<file path="src/rtl/lsu_mem_ctrl.sv">
// Load/store unit driving a word-addressed data memory: sub-word RMW stores, extended loads.
// Optional macro LSU_BOUNDS_CHECK_EN rejects aligned requests at or beyond MEM_WORDS.
module lsu_mem_ctrl #(
  parameter int MEM_WORDS   = 32,
  parameter int RD_WAIT_MAX = 4
) (
  input  logic        clk,
  input  logic        ip_rst_n,
  input  logic        ip_req_valid,
  output logic        op_req_ready,
  input  logic        ip_req_we,
  input  logic [1:0]  ip_req_size,
  input  logic        ip_req_unsigned,
  input  logic [31:0] ip_req_addr,
  input  logic [31:0] ip_req_wdata,
  output logic        op_resp_valid,
  input  logic        ip_resp_ready,
  output logic [31:0] op_resp_rdata,
  output logic        op_resp_err,
  output logic        op_mem_read,
  output logic        op_mem_write,
  output logic [31:0] op_mem_addr,
  output logic [31:0] op_mem_data,
  input  logic [31:0] ip_mem_out,
  input  logic        ip_mem_data_valid
);

  // state | meaning
  // IDLE  | ready; latch request, route by alignment/kind
  // RD    | memory read (load or sub-word store), bounded by RD_WAIT_MAX
  // WR    | single-cycle write of the merged word
  // RESP  | response held until consumed
  typedef enum logic [1:0] {S_IDLE, S_RD, S_WR, S_RESP} state_t;

  if (RD_WAIT_MAX < 1 || RD_WAIT_MAX > 15) begin : g_bad_wait
    $error("lsu_mem_ctrl: RD_WAIT_MAX must be 1..15");
  end
  if (MEM_WORDS < 1) begin : g_bad_depth
    $error("lsu_mem_ctrl: MEM_WORDS must be positive");
  end

  localparam logic [3:0] WAIT_INIT = 4'(RD_WAIT_MAX);

  state_t      state_q, state_d;
  logic        req_we_q, req_we_d;
  logic [1:0]  req_size_q, req_size_d;
  logic        req_uns_q, req_uns_d;
  logic [31:0] req_addr_q, req_addr_d;
  logic [31:0] req_wdata_q, req_wdata_d;
  logic [31:0] rbuf_q, rbuf_d;
  logic [3:0]  cnt_q, cnt_d;
  logic        err_q, err_d;

  logic        misalign;
  logic        oob;
  logic [7:0]  lane_byte;
  logic [15:0] lane_half;
  logic [31:0] load_data;
  logic [31:0] merged;

  always_comb begin
    misalign = (ip_req_size == 2'b11) ||
               (ip_req_size == 2'b01 && ip_req_addr[0]) ||
               (ip_req_size == 2'b10 && ip_req_addr[1:0] != 2'b00);
  end

`ifdef LSU_BOUNDS_CHECK_EN
  always_comb begin
    oob = ({2'b00, ip_req_addr[31:2]} >= 32'(MEM_WORDS));
  end
`else
  always_comb begin
    oob = 1'b0;
  end
`endif

  assign op_req_ready = (state_q == S_IDLE) && ip_rst_n;

  always_comb begin
    state_d     = state_q;
    req_we_d    = req_we_q;
    req_size_d  = req_size_q;
    req_uns_d   = req_uns_q;
    req_addr_d  = req_addr_q;
    req_wdata_d = req_wdata_q;
    rbuf_d      = rbuf_q;
    cnt_d       = cnt_q;
    err_d       = err_q;
    case (state_q)
      S_IDLE: begin
        if (ip_req_valid && op_req_ready) begin
          req_we_d    = ip_req_we;
          req_size_d  = ip_req_size;
          req_uns_d   = ip_req_unsigned;
          req_addr_d  = ip_req_addr;
          req_wdata_d = ip_req_wdata;
          cnt_d       = WAIT_INIT;
          err_d       = 1'b0;
          if (misalign || oob) begin
            err_d   = 1'b1;
            state_d = S_RESP;
          end else if (ip_req_we && ip_req_size == 2'b10) begin
            state_d = S_WR;
          end else begin
            state_d = S_RD;
          end
        end
      end
      S_RD: begin
        // Valid data wins over the timeout on the final allowed cycle.
        if (ip_mem_data_valid) begin
          rbuf_d  = ip_mem_out;
          state_d = req_we_q ? S_WR : S_RESP;
        end else if (cnt_q <= 4'd1) begin
          err_d   = 1'b1;
          state_d = S_RESP;
        end else begin
          cnt_d = cnt_q - 4'd1;
        end
      end
      S_WR: state_d = S_RESP;
      S_RESP: begin
        if (ip_resp_ready) state_d = S_IDLE;
      end
      default: state_d = S_IDLE;
    endcase
  end

  always_ff @(posedge clk or negedge ip_rst_n) begin
    if (!ip_rst_n) begin
      state_q     <= S_IDLE;
      req_we_q    <= 1'b0;
      req_size_q  <= 2'b00;
      req_uns_q   <= 1'b0;
      req_addr_q  <= 32'h0;
      req_wdata_q <= 32'h0;
      rbuf_q      <= 32'h0;
      cnt_q       <= 4'h0;
      err_q       <= 1'b0;
    end else begin
      state_q     <= state_d;
      req_we_q    <= req_we_d;
      req_size_q  <= req_size_d;
      req_uns_q   <= req_uns_d;
      req_addr_q  <= req_addr_d;
      req_wdata_q <= req_wdata_d;
      rbuf_q      <= rbuf_d;
      cnt_q       <= cnt_d;
      err_q       <= err_d;
    end
  end

  always_comb begin
    lane_byte = rbuf_q[7:0];
    case (req_addr_q[1:0])
      2'd1:    lane_byte = rbuf_q[15:8];
      2'd2:    lane_byte = rbuf_q[23:16];
      2'd3:    lane_byte = rbuf_q[31:24];
      default: lane_byte = rbuf_q[7:0];
    endcase
    lane_half = req_addr_q[1] ? rbuf_q[31:16] : rbuf_q[15:0];
  end

  always_comb begin
    load_data = rbuf_q;
    case (req_size_q)
      2'b00: load_data = req_uns_q ? {24'h0, lane_byte} : {{24{lane_byte[7]}}, lane_byte};
      2'b01: load_data = req_uns_q ? {16'h0, lane_half} : {{16{lane_half[15]}}, lane_half};
      default: load_data = rbuf_q;
    endcase
  end

  always_comb begin
    merged = req_wdata_q;
    case (req_size_q)
      2'b00: begin
        case (req_addr_q[1:0])
          2'd0:    merged = {rbuf_q[31:8], req_wdata_q[7:0]};
          2'd1:    merged = {rbuf_q[31:16], req_wdata_q[7:0], rbuf_q[7:0]};
          2'd2:    merged = {rbuf_q[31:24], req_wdata_q[7:0], rbuf_q[15:0]};
          default: merged = {req_wdata_q[7:0], rbuf_q[23:0]};
        endcase
      end
      2'b01: merged = req_addr_q[1] ? {req_wdata_q[15:0], rbuf_q[15:0]}
                                    : {rbuf_q[31:16], req_wdata_q[15:0]};
      default: merged = req_wdata_q;
    endcase
  end

  assign op_resp_valid = (state_q == S_RESP);
  assign op_resp_err   = (state_q == S_RESP) && err_q;
  assign op_resp_rdata = (state_q == S_RESP && !req_we_q && !err_q) ? load_data : 32'h0;
  assign op_mem_read   = (state_q == S_RD);
  assign op_mem_write  = (state_q == S_WR);
  assign op_mem_addr   = {req_addr_q[31:2], 2'b00};
  assign op_mem_data   = merged;

endmodule

</file>
<file path="config.mk">
export PLATFORM = sky130hd
export DESIGN_NAME = lsu_mem_ctrl
export DESIGN_NICKNAME = d
export VERILOG_FILES = /design/src/rtl/lsu_mem_ctrl.sv
export SDC_FILE = /design/constraint.sdc
export NUM_CORES = 1
export LEC_CHECK = 0
export ABC_AREA = 1
export ABC_CLOCK_PERIOD_IN_PS = 1600
export BUFFER_PORTS_ARGS = -buffer_cell sky130_fd_sc_hd__buf_2
export CAP_MARGIN = 20
export CORE_MARGIN = 10
export CORE_UTILIZATION = 45
export DETAILED_ROUTE_END_ITERATION = 7
export PLACE_DENSITY_LB_ADDON = 0.15
export REMOVE_ABC_BUFFERS = 1
export SYNTH_ARGS = -nofsm -noshare
export SYNTH_HDL_FRONTEND = slang
export SYNTH_SLANG_ARGS = --single-unit
</file>
<file path="constraint.sdc">
create_clock -name clk -period 1.6 [get_ports clk]
set_input_delay 0.16 -clock clk [delete_from_list [all_inputs] [get_ports clk]]
set_output_delay 0.16 -clock clk [all_outputs]
set_load 0.01 [all_outputs]
</file>
==> results.json <==
{
  "coreArea_um2": 13830,
  "p_total_mw": 23.29,
  "die_h_um": 138.4,
  "cp-startpoint": "state_q[1]$_DFFE_PN0P_",
  "fmax_ghz": 0.4739,
  "ant_nets": 0,
  "critical_path_depth": 8,
  "cts_made_buffers": 9,
  "crit_fanout": 8,
  "vias": 7271,
  "required_ns": 1.44,
  "cts.sinks": 107,
  "firstDrtPassIters": 5,
  "wl_per_cell_um": 22.75,
  "first_iter_violations": 861,
  "powerDensity_nw_per_um2": 2252,
  "setup_viol": 174,
  "grt-ovfl-total": 0,
  "status": "complete, but fails checks",
  "violations": "negative setup slack",
  "synth_area_per_cell_um2": 8.052,
  "slew_violations": 0,
  "setup.worst_path.end": "op_resp_rdata[4]",
  "grt_max_degree": 66,
  "fin_worst_skew_ns": 0.007744,
  "synth_top_area_share_pct": 42.47,
  "cts_tree": "done",
  "place_congestion": 0.9270,
  "finalHoldViolations": 0,
  "hpwl_mm": 15.68,
  "io_buffer_count": 203,
  "crit_family": "buffers and inverters",
  "die_area_um2": 19140,
  "cp-start-kind": "flop",
  "crit_buf_inv": 4,
  "path_cells": "ha_2 > inv_2 > nor3_4 > buf_6 > buf_12 > nand3_4 > a21oi_2 > buf_2",
  "cts_root_buffer": "clkbuf_16",
  "synth_area_leader_cell": "dfrtp_1",
  "drive_gt1_share_pct": 53.24,
  "p_leak_nw": 4.995,
  "start_util_pct": 45.60,
  "antenna_found_initial": 0,
  "area.growth.synth_to_final_pct": 64.00,
  "max_stage_delay_ns": 0.39,
  "critPathArrivalTime_ns": 1.95,
  "p_switching_mw": 10.90,
  "yosysUniqueCellTypes": 31,
  "ys_warn_count": 0,
  "fin_crit_sh_pct": 131.9,
  "yosysSeqAreaShare_pct": 42.47,
  "timing.slew.headroom_pct": 41.76,
  "rsz0062_at_grt": "yes",
  "crit_path_top_delay_cell": "dfrtp_1",
  "syn_area_um2": 6305,
  "cts.reportedPaths.clkPinSlew_ns": 0.08,
  "die_width_um": 138.4,
  "rrSetupSlack_ns": -0.41,
  "min_period_ns": 2.110,
  "grt_pass1_wl_mm": 36.85,
  "reg2reg_from": "state_q[1]$_DFFE_PN0P_",
  "timing.max_cap.violations": 0,
  "grt_pass1_vias": 6958,
  "rr_worst_depth": 8,
  "synth-seq-cells": 107,
  "synth_cells": 783,
  "worst_r2r_endpoint": "req_addr_q[15]$_DFFE_PN0P_",
  "synth.area.top_cells": "dfrtp_1 (42%), nand2_1 (13%), mux2_2 (10%), o21ai_0 (7.0%), nand3_1 (4.8%)",
  "clock_latency_ns": 0.37,
  "vdd_drop_max_v": 0.001375,
  "p_clk_share_pct": 9.6,
  "io-pin-count": 206,
  "intPower_mw": 12.39,
  "setup.worst_path.class": "reg -> out",
  "worst_pin_slew_ns": 0.8736,
  "cts_buffer_depth": 2,
  "fin_hold_ws_ns": 0.001588,
  "crit_path_end_kind": "output pin",
  "grtUsageTotal_pct": 23.40,
  "row_count": 43,
  "p_comb_share_pct": 67.6,
  "sw_frac_of_total_pct": 46.80,
  "hp-class": "in -> reg",
  "n_antenna_cell": 0,
  "pwr-share-seq_pct": 22.8,
  "route.detailed.drc": 0,
  "totalWireLength_mm": 28.67,
  "fin_ws_ns": -0.5103,
  "viasPerCell": 5.771,
  "final_nets": 1187,
  "htree_levels": 3
}
==> timing repair <==
| item | in CTS | in global routing |
|---|---|---|
| endpoints found under the hold margin | 56 | 0 |
| pin swaps | 18 | 35 |
| resized for setup | 144 | 215 |
| buffers inserted | 18 | 24 |
| endpoints found under the setup margin | 64 | 170 |
| hold buffers | 15 | 0 |
| gates cloned | 8 | 24 |
==> worst register-to-register path: stages (launching register included) <==
cell,delay [ns]
dfrtp_1,0.41
buf_4,0.15
buf_6,0.11
clkinvlp_4,0.12
ha_4,0.22
nand3_4,0.27
buf_12,0.24
buf_12,0.13
mux2_2,0.26
==> area by class of cell <==
type	count	area (um^2)
multi-input cells	553	3864
well taps	180	225.2
clock inverters	7	62.56
repair buffers	352	3037
repair inverters	1	6.256
flip-flops and latches	107	2680
fillers	904	3487
clock buffers	9	225.2
inverters	51	240.2
==> sequential cells by signal, indices dropped and copies added (netlist names) <==
signal and cells:
rbuf_q 32, req_uns_q 1, cnt_q 4, req_addr_q 32
req_wdata_q 32, state_q 2, req_we_q 1, req_size_q 2
err_q 1
==> cell usage after synthesis (all sizes together) <==
library cell  number
o21ai             91
inv               51
xnor2              1
o2111ai            3
o211ai             9
nand4              5
a21oi             59
dfrtp            107
mux2              57
clkbuf            15
nand2            216
nand3             63
o22ai              5
nor2              29
o21bai             1
o221ai             2
buf               60
ha                 7
conb               1
nor3               1
==> placed cells by master (no fill, tap or decap), types with 9 or more instances in the layout <==
| master | count |
|---|---|
| nand2_1 | 178 |
| buf_2 | 178 |
| dfrtp_1 | 105 |
| buf_4 | 58 |
| buf_6 | 57 |
| mux2_2 | 56 |
| o21ai_0 | 45 |
| inv_1 | 39 |
| o21ai_1 | 39 |
| a21oi_2 | 38 |
| nand3_1 | 37 |
| clkbuf_16 | 21 |
| nand2_2 | 20 |
| a21oi_1 | 15 |
| nand3_2 | 15 |
| dlygate4sd3_1 | 15 |
| nand2_4 | 14 |
| buf_8 | 14 |
| nand3_4 | 13 |
| buf_12 | 13 |
| nor2_4 | 12 |
| nor2_1 | 11 |
| o211ai_1 | 9 |
==> logic make-up after synthesis <==
family / share of synthesized area [%]
muxes: 10.18
AOI/OAI and AO/OA: 14.59
xor gates and xnor gates: 0.1389
adders and majority gates: 1.389
buffers and inverters: 10.34
DFF: 42.47
other: 0.05948
and+or+nand+nor: 20.84
==> power groups by stage <==
stage	clock network [mW]	registers, mW	logic (mW)
after floorplan	0	5.13	5.19
after global routing	2.36	5.43	16.7
after detailed placement	0	5.09	10.0
after global placement	0	5.07	9.93
final	2.24	5.31	15.7
after CTS	2.27	5.08	12.3
==> layer usage <==
| metal | track usage, % | wire [um] | share of wire, % |
|---|---|---|---|
| met4 | 7.936 | 992 | 3.5 |
| met2 | 37.07 | 13110 | 46 |
| met5 | 0 | 0 | 0 |
| met3 | 9.486 | 3864 | 13 |
| met1 | 28.21 | 10710 | 37 |
==> how the worst min path moves through the flow <==
stage | start | endpoint | slack, ns | cells after the start
after CTS | ip_mem_out[31] | rbuf_q[31]$_DFFE_PN0P_ | 0.001 | 3
after global placement | ip_rst_n | cnt_q[3]$_DFFE_PN0P_ | 0.33 | 2
final | ip_mem_out[31] | rbuf_q[31]$_DFFE_PN0P_ | 0.002 | 3
after global routing | ip_req_addr[25] | req_addr_q[25]$_DFFE_PN0P_ | 0.0009 | 2
after detailed placement | ip_rst_n | cnt_q[3]$_DFFE_PN0P_ | 0.32 | 2
after floorplan | ip_rst_n | cnt_q[0]$_DFFE_PN0P_ | -0.14 | 0
==> metrics by stage <==
step	util [%]	setup slack [ns]	TNS [ns]	cell area, um^2	cells
2_1_floorplan	-	-1.861	-191.74	5848	709
3_5_place_dp	55.80	-0.1511	-1.838	7716	1161
3_3_place_gp	55.80	-0.1220	-1.014	7716	1161
4_1_cts	64.92	-0.3665	-19.90	8976	1218
5_1_grt	74.78	-0.5905	-59.12	10340	1260
6_report	74.78	-0.5103	-52.70	10340	1260
Note: power is estimated with default switching activity, not from simulation.
